--- src/rtl/ram_ctrl_pkg.sv ---
// Shared RAM controller constants: geometry and arbiter FSM encoding.
// Imported by the write arbiter and the planned read-side arbiter.
package ram_ctrl_pkg;

  localparam int RAM_ADDR_W = 5;
  localparam int RAM_DATA_W = 8;

  localparam logic [0:0] ST_IDLE  = 1'b0;
  localparam logic [0:0] ST_BURST = 1'b1;

endpackage

--- src/rtl/ram_wr_arb_rr_pick2.sv ---
// Two-way winner select; win=1 means requester 1.
// RAM_WR_ARB_FIXED_PRIO_EN: ties go to requester 0, last ignored.
module rr_pick2 (
  input  logic req0,
  input  logic req1,
  input  logic last,
  output logic win
);

`ifdef RAM_WR_ARB_FIXED_PRIO_EN
  logic unused_last;
  assign unused_last = last;

  always_comb begin
    win = 1'b0;
    if (req1 && !req0) win = 1'b1;
  end
`else
  always_comb begin
    win = 1'b0;
    unique case (1'b1)
      (req0 && req1):  win = ~last;
      (req1 && !req0): win = 1'b1;
      default:         win = 1'b0;
    endcase
  end
`endif

endmodule

--- src/rtl/ram_wr_arb.sv ---
// Burst write-port arbiter for the shared dual-port RAM.
// RAM_WR_ARB_FIXED_PRIO_EN: requester 0 always wins ties.
module ram_wr_arb
  import ram_ctrl_pkg::*;
#(
  parameter int ADDR_W    = RAM_ADDR_W,
  parameter int DATA_W    = RAM_DATA_W,
  parameter int BURST_LEN = 8
) (
  input  logic              clk,
  input  logic              rst,
  input  logic              req0,
  input  logic [ADDR_W-1:0] base0,
  input  logic [DATA_W-1:0] wdata0,
  output logic              gnt0,
  output logic              done0,
  input  logic              req1,
  input  logic [ADDR_W-1:0] base1,
  input  logic [DATA_W-1:0] wdata1,
  output logic              gnt1,
  output logic              done1,
  output logic              ram_wr_en,
  output logic [ADDR_W-1:0] ram_wr_addr,
  output logic [DATA_W-1:0] ram_wr_data,
  output logic              busy
);

  localparam int BW = $clog2(BURST_LEN) + 1;
  localparam logic [BW-1:0] LAST_BEAT = BW'(BURST_LEN - 1);

  logic [0:0]        state;
  logic              sel;
  logic              last;
  logic              win;
  logic [BW-1:0]     beat;
  logic [ADDR_W-1:0] addr;

  logic in_burst;
  logic req_sel;
  logic gnt;
  logic done;

  rr_pick2 u_pick (
    .req0 (req0),
    .req1 (req1),
    .last (last),
    .win  (win)
  );

  assign in_burst = (state == ST_BURST);
  assign req_sel  = sel ? req1 : req0;
  assign gnt      = in_burst & req_sel;
  assign done     = gnt & (beat == LAST_BEAT);

  assign gnt0  = gnt & ~sel;
  assign gnt1  = gnt & sel;
  assign done0 = done & ~sel;
  assign done1 = done & sel;

  assign ram_wr_en   = gnt;
  assign ram_wr_addr = addr;
  assign ram_wr_data = in_burst ? (sel ? wdata1 : wdata0) : '0;
  assign busy        = in_burst;

  // A withdrawn burst ends like a completed one and is not retried.
  always_ff @(posedge clk) begin
    if (rst) begin
      state <= ST_IDLE;
      sel   <= 1'b0;
      beat  <= '0;
      addr  <= '0;
      last  <= 1'b1;
    end else if (state == ST_IDLE) begin
      if (req0 | req1) begin
        sel   <= win;
        addr  <= win ? base1 : base0;
        beat  <= '0;
        state <= ST_BURST;
      end
    end else begin
      if (gnt) begin
        addr <= addr + 1'b1;
        beat <= beat + 1'b1;
      end
      if (done | ~req_sel) begin
        state <= ST_IDLE;
`ifndef RAM_WR_ARB_FIXED_PRIO_EN
        last  <= sel;
`endif
      end
    end
  end

endmodule

--- config.mk ---
export PLATFORM = sky130hd
export DESIGN_NAME = ram_wr_arb
export DESIGN_NICKNAME = d
export VERILOG_FILES = /design/src/rtl/ram_ctrl_pkg.sv /design/src/rtl/ram_wr_arb_rr_pick2.sv /design/src/rtl/ram_wr_arb.sv
export SDC_FILE = /design/constraint.sdc
export NUM_CORES = 1
export LEC_CHECK = 0
export BUFFER_PORTS_ARGS = -buffer_cell sky130_fd_sc_hd__buf_2
export CORE_MARGIN = 2
export CORE_UTILIZATION = 39
export DETAILED_ROUTE_END_ITERATION = 12
export PLACE_DENSITY = 0.7
export SLEW_MARGIN = 20
export SYNTH_ARGS = -nofsm -noshare
export SYNTH_HDL_FRONTEND = slang
export SYNTH_HIERARCHICAL = 1
export SYNTH_SLANG_ARGS = --single-unit
--- constraint.sdc ---
create_clock -name clk -period 1.8 [get_ports clk]
set_clock_uncertainty 0.15 [all_clocks]
set_input_delay 0 -clock clk [delete_from_list [all_inputs] [get_ports clk]]
set_output_delay 0 -clock clk [all_outputs]
set_load 0.01 [all_outputs]
==> results.yml, run 1 <==
logic_synthesis:
  synthesis.area_per_instance_um2: 8.29
  netlist_area_um2: 903
  post-synth-top-area-fraction_pct: 26.6
  netlist_instances: 109
  synth.area.top_cells: "sky130_fd_sc_hd__dfxtp_1 (27%), sky130_fd_sc_hd__mux2i_1 (13%), sky130_fd_sc_hd__nor2b_1 (5.5%)"
  mappedNetlistNets: 141
  ys_ff_latch: 12
  ys_warn_count: 6
  postSynth.topFlopCell: "sky130_fd_sc_hd__dfxtp_1"
  synth_async_sr_flop_share_pct: 0
  synth-seq-area-share_pct: 26.6
  synthDominantAreaCellType: "sky130_fd_sc_hd__dfxtp_1"
  synth_common_cells: "sky130_fd_sc_hd__dfxtp_1 (12), sky130_fd_sc_hd__mux2i_1 (12), sky130_fd_sc_hd__nor2_1 (11)"
  synth.distinct_cells: 33
  synth-edff-count: 0
floorplanning:
  die_y_um: 52.1
  floorplan.die.width_um: 52.1
  std_cell_rows: 17
  core_um2: 2190
  dieArea_um2: 2720
  io_pins: 49
  floorplan.initialDensity_pct: 41.2
cts:
  htreeDepth: 1
  post_cts_setup_buffer_count: 0
  clock_tree_from_tritoncts: "yes"
  cts-buffers-inserted: 3
  clk_root_buffer_cell: "sky130_fd_sc_hd__clkbuf_4"
  clk-insertion-delay-late_ns: 0.27
  cts.sinks: 12
  cts.reportedPaths.clkPinSlew_ns: 0.08
  clk_path_buf_depth: 2
placement:
  portBuffers: 48
  dpl-instance-area_um2: 1160
  dp.cells: 181
  post-place-ws_ns: 0.200
  finalWeightedCongestion: 0.800
  post-dp-hpwl_mm: 1.80
routing:
  wl_per_cell_um: 12.2
  starting_drt_drc_count: 17
  detail_route.vias_per_cell: 5.26
  final_antenna_net_count: 0
  detail_route.drc_violations: 0
  routed-via-count: 995
  drt_pre_antenna_iters: 4
  totalWireLength_mm: 2.30
global_routing:
  global_route_wire_length_before_repair_mm: 3.85
  globalRouteTotalUtil_pct: 18.8
  grt_start_max_net_pins: 18
  globalRouteOverflowTotal: 0
  number_of_global_route_vias_before_repair: 895
  antenna_violations_before_repair: 0
sta:
  grt_setup_unrepaired: "no"
  fin_worst_hold_slack_ns: 0.0232
  timing_hold_violations_final: 0
  tightest_slew_ns: 0.500
  timing.final.setup_violations: 0
  fmax_ghz: 0.612
  period_share_pct: 90.8
  setup_slack_ns: 0.165
  period_needed_ns: 1.63
  totalNegativeSetupSlack_ns: 0
  timing.max_slew.rel_slack_pct: 66.6
  final-max-slew-violation-count: 0
worst_setup_path:
  crit_required_ns: 1.65
  worst_setup_path_end_kind: "output port"
  criticalPathCategory: "flop to output port"
  cp-start-kind: "flop"
  largest_fanout_on_the_critical_path: 17
  critPathArrivalTime_ns: 1.48
run:
  drv.max_cap_violation_count: 0
outcome:
  run_status: "completed"
layout:
  final_cell_area_excluding_filler_cells_um2: 1240
  antenna_cells: 0
  area_delta_synth_final_pct: 37.7
  nets: 194
  final_layout_size_suffix_gt1_share_pct: 40.4
  ff_latch_area_um2: 240
  final_cells: 189
  nFillCells: 215
  multiInputGateArea_um2: 607
power_and_ir_drop:
  power.static_leakage_nw: 0.587
  power_density_nw_per_um2: 623
  ir_worst_vdd_mv: 0.372
worst_hold_path:
  min_path_type: "primary input to flop"
## registers in the layout (all words and copies together), names as in the netlist
register	flops
sel	1
beat	4
busy	1
last	1
ram_wr_addr	5
## routing by layer
layer | GRT usage, % | share of wire, % | up-vias
met1 | 24.3 | 45 | 439
li1 | - | - | 500
met4 | 9.83 | 1.2 | 0
met3 | 2.30 | 7.3 | 2
met5 | 0 | 0 | -
met2 | 30.2 | 47 | 54
## cell families (layout without fill, tap and decap cells)
kind of cell | Yosys count | count (layout) | share of synthesized area [%]
compound gates | 31 | 31 | 22.6
buf+inv | 12 | 64 | 7.06
flops | 12 | 12 | 26.6
mux | 16 | 16 | 18.7
fa+ha+maj | 2 | 2 | 2.77
simple gates | 36 | 36 | 22.3
## area by class of cell
cell class | count | share of cell area (%)
inverters | 4 | 1.21
repair buffers | 56 | 24.9
clock buffers | 4 | 2.92
multi-input cells | 85 | 48.8
flip-flops and latches | 12 | 19.3
well taps | 28 | 2.82
## final timing paths
kind / from / endpoint / slack [ns] / cells past startpoint
hold / removal: base1[3] / ram_wr_addr[3]$_SDFFE_PP0P_ / 0.02 / 4
setup / recovery: busy$_SDFF_PP0_ / done0 / 0.17 / 3
hold reg to reg: ram_wr_addr[4]$_SDFFE_PP0P_ / ram_wr_addr[4]$_SDFFE_PP0P_ / 0.35 / 2
setup reg to reg: sel$_SDFFE_PP0P_ / ram_wr_addr[3]$_SDFFE_PP0P_ / 0.20 / 4
## cell usage in the layout, fill, tap and decap left out, types with 3 or more instances in the layout
master and count:
sky130_fd_sc_hd__a21oi_1 8, sky130_fd_sc_hd__mux2i_1 12, sky130_fd_sc_hd__nand3_1 4, sky130_fd_sc_hd__clkbuf_4 3
sky130_fd_sc_hd__dfxtp_1 12, sky130_fd_sc_hd__inv_1 4, sky130_fd_sc_hd__nor2_1 11, sky130_fd_sc_hd__nor2b_1 8
sky130_fd_sc_hd__dlygate4sd3_1 4, sky130_fd_sc_hd__nand2b_1 3, sky130_fd_sc_hd__o21ai_0 7, sky130_fd_sc_hd__a211oi_1 3
sky130_fd_sc_hd__o32ai_1 3, sky130_fd_sc_hd__buf_2 48, sky130_fd_sc_hd__mux2_2 3, sky130_fd_sc_hd__buf_4 4
## what timing repair did
item,CTS,global route
hold buffers,4,0
hold endpoints to repair,12,0
gates resized for setup,0,1
endpoints found under the setup margin,0,1
## worst max-delay path: stages, from the launching register on
cell and delay [ns]:
sky130_fd_sc_hd__dfxtp_1 0.64, sky130_fd_sc_hd__and3b_1 0.26, sky130_fd_sc_hd__and4b_1 0.19, sky130_fd_sc_hd__buf_2 0.12
## report_power, final
group | switching [mW] | internal (mW) | leakage, nW
registers | 0.0267 | 0.286 | 0.0986
logic | 0.118 | 0.127 | 0.468
clock network | 0.0943 | 0.123 | 0.0210
## per-stage QoR
step	total power, mW	util (%)
after global placement	0.547	52.9
final	0.775	56.8
after CTS	0.781	56.4
after floorplan	0.466	-
after detailed placement	0.555	52.9
after global routing	0.828	56.8
Note: power is estimated with default switching activity, not from simulation.
==> run 2, diff against run 1 <==
--- a/config.mk
+++ b/config.mk
@@ -7,9 +7,9 @@
 export LEC_CHECK = 0
 export BUFFER_PORTS_ARGS = -buffer_cell sky130_fd_sc_hd__buf_2
 export CORE_MARGIN = 2
-export CORE_UTILIZATION = 39
+export CORE_UTILIZATION = 44
 export DETAILED_ROUTE_END_ITERATION = 12
-export PLACE_DENSITY = 0.7
+export PLACE_DENSITY = 0.78
 export SLEW_MARGIN = 20
 export SYNTH_ARGS = -nofsm -noshare
 export SYNTH_HDL_FRONTEND = slang
==> run 2 against run 1 <==
Against the previous run: sequential cell count did not move; combinational power barely moved; non-clock buffer count rose by 2; first-iteration DRC count unchanged; via count is 0.60% higher; sequential power is essentially flat; routed wire length increased by 3.1%; critical path depth grew 2; worst hold slack lost 0.020 ns; clock power barely moved; cell area increased by 1.1%; largest cell class unchanged.
==> results.yml, run 2 (synthesis results as in run 1) <==
outcome:
  run_status: "completed"
placement:
  post-dp-hpwl_mm: 1.79
  finalWeightedCongestion: 0.801
  post-place-ws_ns: 0.277
  portBuffers: 48
floorplanning:
  std_cell_rows: 16
  io_pins: 49
  floorplan.die.width_um: 49.3
  floorplan.initialDensity_pct: 46.5
  dieArea_um2: 2430
  die_y_um: 49.3
  core_um2: 1940
cts:
  clk_root_buffer_cell: "sky130_fd_sc_hd__clkbuf_4"
  cts-buffers-inserted: 3
  clk-insertion-delay-late_ns: 0.28
  htreeDepth: 1
  clock_tree_from_tritoncts: "yes"
  cts.reportedPaths.clkPinSlew_ns: 0.08
  cts.sinks: 12
  clk_path_buf_depth: 2
  post_cts_resized: 0
layout:
  antenna_cells: 0
  nets: 196
  most-common-layout-cells: "sky130_fd_sc_hd__buf_2 (48), sky130_fd_sc_hd__mux2i_1 (12), sky130_fd_sc_hd__dfxtp_1 (12)"
  final_layout_size_suffix_gt1_share_pct: 39.3
  area_delta_synth_final_pct: 39.2
  layout_commonest_cell: "sky130_fd_sc_hd__buf_2"
  largest_reg_flops: 5
worst_setup_path:
  criticalPathCategory: "primary input to flop"
  cp-start-kind: "primary input"
  timing.reg2reg.worst_path_depth: 4
  worst-r2r-setup-slack_ns: 0.26
  reg2reg_to: "ram_wr_addr[4]$_SDFFE_PP0P_"
  crit_required_ns: 1.85
  critPathArrivalTime_ns: 1.74
  worst_setup_path_end_kind: "flop"
  timing.rr.start: "last$_SDFFE_PP1P_"
  largest_fanout_on_the_critical_path: 7
  setup.worst_path.start: "req1"
power_and_ir_drop:
  power.static_leakage_nw: 0.588
  power.internal_uw: 537
  totalPowerFinal_uw: 776
  total_switching_power_uw: 239
  sw_frac_of_total_pct: 30.8
  power.sequential.fraction_pct: 40.0
  power.combinational.fraction_pct: 31.9
  ir_worst_vdd_mv: 0.452
  power_density_nw_per_um2: 617
  clock_power_share_pct: 28.1
global_routing:
  antenna_violations_before_repair: 0
  globalRouteTotalUtil_pct: 20.7
  number_of_global_route_vias_before_repair: 930
  grt_start_max_net_pins: 16
  globalRouteOverflowTotal: 0
  global_route_wire_length_before_repair_mm: 3.93
routing:
  starting_drt_drc_count: 17
  drt_pre_antenna_iters: 4
  wl_per_cell_um: 12.5
  detail_route.vias_per_cell: 5.27
  final_antenna_net_count: 0
  detail_route.drc_violations: 0
  totalWireLength_mm: 2.37
  routed-via-count: 1001
sta:
  timing.final.setup_violations: 0
  period_share_pct: 93.9
  period_needed_ns: 1.69
  timing_hold_violations_final: 0
  totalNegativeSetupSlack_ns: 0
  setup_slack_ns: 0.110
  fmax_ghz: 0.592
  timing.max_slew.rel_slack_pct: 71.6
  final-max-slew-violation-count: 0
  grt_setup_unrepaired: "no"
  tightest_slew_ns: 0.425
worst_hold_path:
  min_from: "base0[2]"
  min_path_cells: 5
  min_path_type: "primary input to flop"
  terminating_pin_of_the_worst_hold_path: "ram_wr_addr[2]$_SDFFE_PP0P_"
run:
  drv.max_cap_violation_count: 0
[run 2: cell types whose count changed in the layout (fill, tap and decap cells not counted)]
cell                            before  now
sky130_fd_sc_hd__dlygate4sd3_1       4    7
sky130_fd_sc_hd__a21boi_2            0    1
sky130_fd_sc_hd__a21boi_4            1    0
sky130_fd_sc_hd__buf_4               4    3
[run 2: metrics by stage]
stage                     util (%)  instance area, µm²  instances  hold WS, ns
after floorplan                  -                 903        109      -0.0347
after global placement        59.3                1150        179        0.185
after detailed placement      59.3                1150        179        0.198
after CTS                     64.8                1260        190      0.00392
after global routing          64.8                1260        190       0.0457
final                         64.8                1260        190      0.00302
[run 2: what timing repair did]
action,4_1_cts,5_1_grt
hold buffers,7,0
endpoints found under the hold margin,11,0
endpoints found under the setup margin,0,0
setup buffers,0,0
[run 2: critical path: stages]
cell and delay (ns):
sky130_fd_sc_hd__dlygate4sd3_1 0.52, sky130_fd_sc_hd__buf_2 0.16, sky130_fd_sc_hd__or2_2 0.30, sky130_fd_sc_hd__dlygate4sd3_1 0.57, sky130_fd_sc_hd__a211oi_1 0.19
[run 2: per-layer routing]
layer | share of wire [%] | global-route usage [%] | vias up
met5 | 0 | 0 | -
met4 | 0.80 | 5.71 | 0
met3 | 5.6 | 4.60 | 4
met2 | 50 | 37.4 | 40
met1 | 44 | 24.1 | 450
li1 | - | - | 507
[run 2: layout make-up]
cell class	count	area, µm²
Fill cell	183	684
Multi-Input combinational cell	85	599
Timing Repair Buffer	58	333
Sequential cell	12	240
Clock buffer	4	36.3
Tap cell	27	33.8
Inverter	4	15.0
[run 2: worst max path at each step]
stage               slack, ns                           to  cells after the start
finish                   0.11  ram_wr_addr[1]$_SDFFE_PP0P_                      5
global route             0.04                        done1                      4
CTS                      0.11  ram_wr_addr[1]$_SDFFE_PP0P_                      5
detailed placement       0.28  ram_wr_addr[4]$_SDFFE_PP0P_                      4
global placement         0.30  ram_wr_addr[3]$_SDFFE_PP0P_                      4
floorplan                0.29  ram_wr_addr[3]$_SDFFE_PP0P_                      5
[run 2: power by group through the flow]
stage	registers [mW]	clock network (mW)	logic, mW
after floorplan	0.315	0	0.151
after global placement	0.315	0	0.227
after detailed placement	0.317	0	0.235
after CTS	0.310	0.223	0.247
after global routing	0.315	0.236	0.273
final	0.311	0.218	0.248
